==> config.mk <==
export PLATFORM = sky130hd
export DESIGN_NAME = seq_div34
export DESIGN_NICKNAME = d
export VERILOG_FILES = /design/src/rtl/seq_div34_pkg.sv /design/src/rtl/seq_div34_div_step.sv /design/src/rtl/seq_div34.sv
export SDC_FILE = /design/constraint.sdc
export NUM_CORES = 1
export LEC_CHECK = 0
export CAP_MARGIN = 25
export CORE_MARGIN = 3
export CORE_UTILIZATION = 50
export DETAILED_ROUTE_END_ITERATION = 7
export PLACE_DENSITY = 0.76
export SLEW_MARGIN = 25
export SYNTH_ARGS = -nofsm -noshare
export SYNTH_HDL_FRONTEND = slang
export SYNTH_HIERARCHICAL = 1
export SYNTH_SLANG_ARGS = --single-unit
==> constraint.sdc <==
create_clock -name clk -period 3.6 [get_ports clk]
set_clock_uncertainty 0.15 [all_clocks]
set_input_delay 0.72 -clock clk [delete_from_list [all_inputs] [get_ports clk]]
set_output_delay 0.72 -clock clk [all_outputs]
set_load 0.01 [all_outputs]
==> src/rtl/seq_div34_pkg.sv <==
// Shared constants and state encoding for the 34-bit sequential restoring divider.
package seq_div34_pkg;

    localparam int DIV_N  = 34;
    localparam int DIV_CW = 6;

    typedef enum logic [1:0] {
        ST_IDLE = 2'd0,
        ST_CALC = 2'd1,
        ST_DONE = 2'd2
    } state_t;

    localparam logic [DIV_N-1:0] DZ_QUOT = {DIV_N{1'b1}};

endpackage

==> src/rtl/seq_div34_div_step.sv <==
// One radix-2 restoring step: shift in the next dividend bit, trial-subtract, keep or restore.
module seq_div34_div_step
    import seq_div34_pkg::*;
#(
    parameter int N = DIV_N
) (
    input  logic [N:0]   i_r,
    input  logic         i_q_msb,
    input  logic [N-1:0] i_divisor,
    output logic [N:0]   o_r,
    output logic         o_q_bit
);

    logic [N+1:0] w_s;
    logic [N+1:0] w_diff;

    // Widened by one bit so the borrow out of the trial subtraction doubles as the compare.
    assign w_s     = {i_r, i_q_msb};
    assign w_diff  = w_s - {2'b00, i_divisor};
    assign o_q_bit = ~w_diff[N+1];
    assign o_r     = o_q_bit ? w_diff[N:0] : w_s[N:0];

endmodule

==> src/rtl/seq_div34.sv <==
// Sequential unsigned restoring divider, one quotient bit per clock, valid/ready on both sides.
//   state | meaning
//   IDLE  | in_ready=1, waiting for operands
//   CALC  | N shift/subtract iterations, counter counts down to 0
//   DONE  | result presented and held until out_ready
module seq_div34
    import seq_div34_pkg::*;
#(
    parameter int N  = DIV_N,
    parameter int CW = DIV_CW
) (
    input  logic         clk,
    input  logic         rst_n,
    input  logic         in_valid,
    output logic         in_ready,
    input  logic [N-1:0] dividend,
    input  logic [N-1:0] divisor,
    output logic         out_valid,
    input  logic         out_ready,
    output logic [N-1:0] quotient,
    output logic [N-1:0] remainder,
    output logic         div_by_zero
);

    state_t        r_state;
    state_t        w_state_nxt;
    logic [N-1:0]  r_q;
    logic [N:0]    r_r;
    logic [N-1:0]  r_dsr;
    logic          r_dz;
    logic [CW-1:0] r_cnt;
    logic [N:0]    w_r_nxt;
    logic          w_q_bit;

    seq_div34_div_step #(.N(N)) u_step (
        .i_r       (r_r),
        .i_q_msb   (r_q[N-1]),
        .i_divisor (r_dsr),
        .o_r       (w_r_nxt),
        .o_q_bit   (w_q_bit)
    );

    always_ff @(posedge clk or negedge rst_n) begin
        if (!rst_n) begin
            r_state <= ST_IDLE;
            r_q     <= '0;
            r_r     <= '0;
            r_dsr   <= '0;
            r_dz    <= 1'b0;
            r_cnt   <= '0;
        end else begin
            r_state <= w_state_nxt;
            case (r_state)
                ST_IDLE: begin
                    if (in_valid) begin
                        r_dsr <= divisor;
                        if (divisor == '0) begin
                            r_q   <= DZ_QUOT;
                            r_r   <= {1'b0, dividend};
                            r_dz  <= 1'b1;
                            r_cnt <= '0;
                        end else begin
                            r_q   <= dividend;
                            r_r   <= '0;
                            r_dz  <= 1'b0;
                            r_cnt <= CW'(N - 1);
                        end
                    end
                end
                ST_CALC: begin
                    r_q <= {r_q[N-2:0], w_q_bit};
                    r_r <= w_r_nxt;
                    if (r_cnt != '0) begin
                        r_cnt <= r_cnt - 1'b1;
                    end
                end
                default: ;
            endcase
        end
    end

    always_comb begin
        w_state_nxt = r_state;
        case (r_state)
            ST_IDLE: begin
                if (in_valid) begin
                    w_state_nxt = (divisor == '0) ? ST_DONE : ST_CALC;
                end
            end
            ST_CALC: begin
                if (r_cnt == '0) begin
                    w_state_nxt = ST_DONE;
                end
            end
            ST_DONE: begin
                if (out_ready) begin
                    w_state_nxt = ST_IDLE;
                end
            end
            default: w_state_nxt = ST_IDLE;
        endcase
    end

    // Result ports stay at zero outside DONE so partial iterations are never visible.
    always_comb begin
        in_ready    = (r_state == ST_IDLE);
        out_valid   = (r_state == ST_DONE);
        quotient    = '0;
        remainder   = '0;
        div_by_zero = 1'b0;
        if (r_state == ST_DONE) begin
            quotient    = r_q;
            remainder   = r_r[N-1:0];
            div_by_zero = r_dz;
        end
    end

endmodule

# Yosys cells after proc, flatten, opt, wreduce, memory -nomap -nowiden
# Cells that the tools add are included.
# W data, S select, Z words.
[totals]
regBits = 112
latchBits = 0
ram_bits = 0
rom_bits = 0
input_bits = 72
out_inout_bits = 71
word_cells = 44
mem_count = 0
[classes]
add_sub_neg = 2
mul = 0
div = 0
order_cmp = 0
n_eq_ne = 6
shifts = 0
muxes = 20
bitwise_logic = 1
n_reduce_logical = 9
[ops]
columns = ["cell", "n"]
rows = [
  ["$mux W34", 5],
  ["$mux W35", 2],
  ["$pmux W35 S2", 1],
  ["$pmux W34 S2", 1],
  ["$sub A36 B34 Y36", 1],
  ["$logic_not A34 Y1", 1],
  ["$mux W6", 3],
  ["$pmux W6 S2", 1],
  ["$mux W2", 4],
  ["$logic_not A6 Y1", 1],
  ["$ne A2 B2 Y1 const B", 3],
  ["$pmux W2 S3", 1],
  ["$reduce_and A3 Y1", 2],
  ["$reduce_bool A6 Y1", 1],
  ["$sub A6 B1 Y6 const B", 1],
  ["$reduce_and A2 Y1", 2],
  ["$eq A2 B1 Y1 const B", 1],
  ["$eq A2 B2 Y1 const B", 1],
  ["$logic_not A2 Y1", 1],
  ["$mux W1", 2],
  ["$ne A2 B1 Y1 const B", 1],
  ["$reduce_bool A2 Y1", 1],
  ["$not A1 Y1", 1],
]

# Depth between registers and ports, before layout
[logic_depth]
ltp_word = 4
ltp_mapped = 15
depth_no_buf = 14

# Hierarchy
# The synthesis kept the hierarchy.
[modules_own_cells]
columns = ["mod", "n_inst", "cells_each", "area_per_inst_um2", "seq_area_each_um2"]
rows = [
  ["seq_div34", 1, 647, 5830.6, 2802.7],
  ["seq_div34_div_step", 1, 374, 2700.1, 0.0],
]

# Worst setup path after synthesis
# OpenSTA, ideal clock, no wires.
[synth_path]
path_kind = "register -> register"
startpoint = "register r_q[33]"
endpoint = "register r_r[32]"
setup_ns = 0.135
arrival_ns = 2.922
required_time_ns = 3.315
path_slack_ns = 0.393
stages_incl_launch_ff = 15
path_buffers = 0
synth_period_minus_slack_ns = 3.207
cell_sequence = "dfrtp_1 inv_1 ha_1 inv_1 fa_1 a21o_1 a221o_1 a211oi_2 o21ai_2 a21oi_2 o21a_1 o311ai_0 mux2_4 o221ai_1 o22ai_1"
[synth_via]
elab_chain_len = 3
[synth_lines]
columns = ["element", "line_no", "rtl"]
rows = [
  ["start: declaration", "seq_div34.sv:27", "logic [N-1:0] r_q;"],
  ["start signal: assignment", "seq_div34.sv:63", "r_q <= dividend;"],
  ["start signal: assignment", "seq_div34.sv:71", "r_q <= {r_q[N-2:0], w_q_bit};"],
  ["$sub A36 B34 Y36", "seq_div34_div_step.sv:19", "assign w_diff = w_s - {2'b00, i_divisor};"],
  ["$mux W35", "seq_div34_div_step.sv:21", "assign o_r = o_q_bit ? w_diff[N:0] : w_s[N:0];"],
  ["net w_r_nxt[32]", "seq_div34.sv:32", "logic [N:0] w_r_nxt;"],
  ["$pmux W35 S2", "seq_div34.sv:53", "case (r_state)"],
  ["end signal: assignment", "seq_div34.sv:59", "r_r <= {1'b0, dividend};"],
  ["end signal: assignment", "seq_div34.sv:72", "r_r <= w_r_nxt;"],
  ["end: declaration", "seq_div34.sv:28", "logic [N:0] r_r;"],
]
# The timed path passes the listed nets, and every way through them passes these cells.
# A chain may end at the register's enable or synchronous reset.

# Worst setup path in the final report
[layout_path]
startpoint = "register r_r[3]"
endpoint = "register r_r[17]"
[layout_via]
elab_chain_len = 3
[layout_lines]
columns = ["element", "line_no"]
rows = [
  ["$sub A36 B34 Y36", "seq_div34_div_step.sv:19"],
  ["$mux W35", "seq_div34_div_step.sv:21"],
  ["net w_r_nxt[17]", "seq_div34.sv:32"],
  ["$pmux W35 S2", "seq_div34.sv:53"],
]
# The timed path passes the listed nets, and every way through them passes these cells.

==> results.ini <==
[job]
drv_cap = 0

[global_routing]
grt-ovfl-total = 0
grt_max_degree = 72
globalRouteTotalUtil_pct = 27.0
grt_first_pass_wirelength_microns = 40300
grt_pass1_vias = 7485
antenna_found_initial = 0

[timing]
rsz0062_at_grt = false
hold_viol = 0
fmax_mhz = 292
fin_crit_ns = 3.42
setup_violations = 0
drv_slew = 0
setup_tns_ns = 0
worst_slew_pin_slew_ns = 0.816
timing.final.ws_setup_ns = 0.179
maxSlewHeadroom_pct = 45.6
fin_crit_sh_pct = 95.0

[detailed_routing]
routedWlPerCell_microns = 18.8
dr.pass1.iters = 7
vias = 8405
drc = 0
drtAntennaViolNets = 0
drtIter0Drc = 1091
avgViaCountPerCell = 6.10
wirelength_microns = 25800

[clock_network]
cts_tree = built
cts_max_level = 3
clock_latency_ns = 0.36
root_buffer = clkbuf_16
cts.sinks = 112
clkTransAtPathRegs_ns = 0.08
numCtsBuffers = 9
clock_path_buffers = 2
post_cts_buffers = 0

[power]
p_leak_uw = 0.00472
peakVddDrop_v = 0.000480
power.density_nw_per_um2 = 1190

[yosys]
avgSynthCellArea_sq_um = 8.36
yosys.area.top_type = dfrtp_1
synth_top_area_share_pct = 32.9
synth_area_sq_um = 8530
ys_types = 80
synth_edf_count = 0
yosys_warnings = 6
synth_top_cells_by_area = dfrtp_1 (33%), nand2_1 (5.9%), o22ai_1 (5.7%), and3_1 (5.6%), ha_1 (5.3%)
synthArstFlopShare_pct = 100
synth_fp_nets = 1130
ys_seq_elements = 112
yosysSeqAreaShare_pct = 32.9
syn_inst = 1021
synth_top_flop_cell = dfrtp_1

[worst_setup_path]
path_cells = ha_1 -> a21o_1 -> a31oi_1 -> a21o_1 -> a21oi_4 -> o21a_2 -> o31ai_4 -> nand2_4 -> inv_6 -> buf_4 -> mux2_4 -> o22ai_1 -> a211oi_2
critPathMaxFanout = 15
cp_slowest_cell = dfrtp_1
worst-endpoint-required_ns = 3.68
startpoint_type = register
path_class = register to register
crit_start = r_r[3]
cp.arrival_ns = 3.50
cpMostUsedCell = a21o_1
crit_path_end_kind = register
rr_startpoint = r_r[3]
worst_path_largest_cell_delay_ns = 0.45

[min_path]
min_path_type = input port to async pin

[floorplan]
std_cell_rows = 47
core_sq_um = 16600
ios = 143
fp.dieW_microns = 137
dieHeight_microns = 137
die_area_sq_um = 18700
start_util_pct = 51.3

[placed_design]
gp_congestion = 0.968
port_buffers = 142
dpl.hpwl_microns = 19000
dp_slack_ns = 0.201
post-place-cells = 1361

[cells_and_area]
register_area_sq_um = 2800
multiInputGateArea_sq_um = 5130
diodes = 0
finalNonFillerCells = 1377
drive_gt1_share_pct = 12.9
fillers = 1434
finish.utilization_pct = 63.6
layout.nets = 1261
area_delta_synth_final_pct = 24.2

[run_status]
status = complete, no violations

cells by family (layout without fill, tap and decap cells):
group,Yosys count,count (layout),synth area share [%]
AND/OR/NAND/NOR,365,365,20.3
XOR/XNOR,28,28,2.87
adder cells (fa/ha/maj),37,37,5.51
buffers and inverters,133,269,7.17
flip-flops,112,112,32.9
multiplexers,23,23,3.81
AO/OA/AOI/OAI,323,323,27.5
worst max-delay path: cells and delay by family, from the launching register on:
kind	cells	cell delay, ns
AO/OA/AOI/OAI	8	1.55
multiplexers	1	0.29
adder cells (fa/ha/maj)	1	0.38
flip-flops	1	0.45
AND/OR/NAND/NOR	1	0.10
buffers and inverters	2	0.35
metal layers:
layer  GRT usage, %  wire, microns
met1           41.0          11800
met2           39.8          11100
met3           5.18           2500
met4           6.22            416
met5              0              0
sequential cells by signal (all words and copies together), names as in the netlist:
name	cells
r_q	34
r_cnt	6
r_r	35
r_dsr	34
r_dz	1
r_state	2
worst paths after layout:
kind / end / slack, ns / cells past startpoint
setup / recovery: r_r[17] / 0.18 / 13
hold / removal: r_q[30] / 0.19 / 1
setup reg to reg: r_r[17] / 0.18 / 13
hold reg to reg: r_dsr[13] / 0.33 / 2
max in group asynchronous: r_dsr[0] / 2.33 / 2
min in group clk: r_dsr[13] / 0.33 / 2
metrics by stage:
step	instance area, sq um	hold WS [ns]	total power (uW)
final	10600	0.190	12600
after global routing	10600	0.219	13500
after CTS	10600	0.200	12400
after detailed placement	10300	0.313	11300
after global placement	10300	0.308	11200
after floorplan	8530	0.274	9110
final cells by class:
| type | instances | share of cell area (%) |
|---|---|---|
| Sequential cell | 112 | 26.5 |
| Clock buffer | 10 | 2.26 |
| Timing Repair Buffer | 202 | 17.9 |
| Inverter | 51 | 1.85 |
| Clock inverter | 6 | 0.508 |
| Tap cell | 220 | 2.60 |
| Multi-Input combinational cell | 776 | 48.4 |
timing repair:
item,4_1_cts,5_1_grt
setup endpoints to repair,0,10
resized for setup,0,2
hold buffers,0,0
placed cells by master (no fill, tap or decap), types with 30 or more instances in the layout:
| cell | n |
|---|---|
| clkdlybuf4s50_1 | 141 |
| ha_1 | 36 |
| dfrtp_1 | 112 |
| nand2_1 | 132 |
| a21oi_1 | 65 |
| o22ai_1 | 78 |
| o21ai_0 | 31 |
| inv_1 | 49 |
| and3_1 | 76 |
| nor2_1 | 86 |
| buf_4 | 59 |
| o22a_1 | 30 |
cell usage after synthesis, types with 3 or more instances:
master	n
nand3_1	14
ha_1	36
and2_1	5
o21ai_1	10
and3_1	76
a21o_1	13
xor2_1	4
a21oi_2	3
o221ai_1	5
nor3_1	7
nor4_1	9
a211oi_1	7
a41oi_1	3
inv_1	49
a31oi_1	3
o22ai_1	78
nor2_1	87
o21ai_0	31
dfrtp_1	112
a21oi_1	65
mux2_4	18
o21a_1	6
o21bai_1	4
or3_1	5
nor2b_1	4
clkbuf_1	52
o22a_1	30
a211oi_2	29
nand4_1	11
buf_2	18
nand2_1	133
or2_2	3
o31ai_1	4
xnor2_1	24
mux2_1	4
buf_6	8
where the power goes:
group / total, uW / switching, uW / leakage, uW / internal, uW
combinational: 9030 / 4890 / 0.00327 / 4140
clock: 1030 / 525 / 0.000142 / 506
sequential: 2490 / 585 / 0.00131 / 1910
Note: power is estimated with default switching activity, not from simulation.
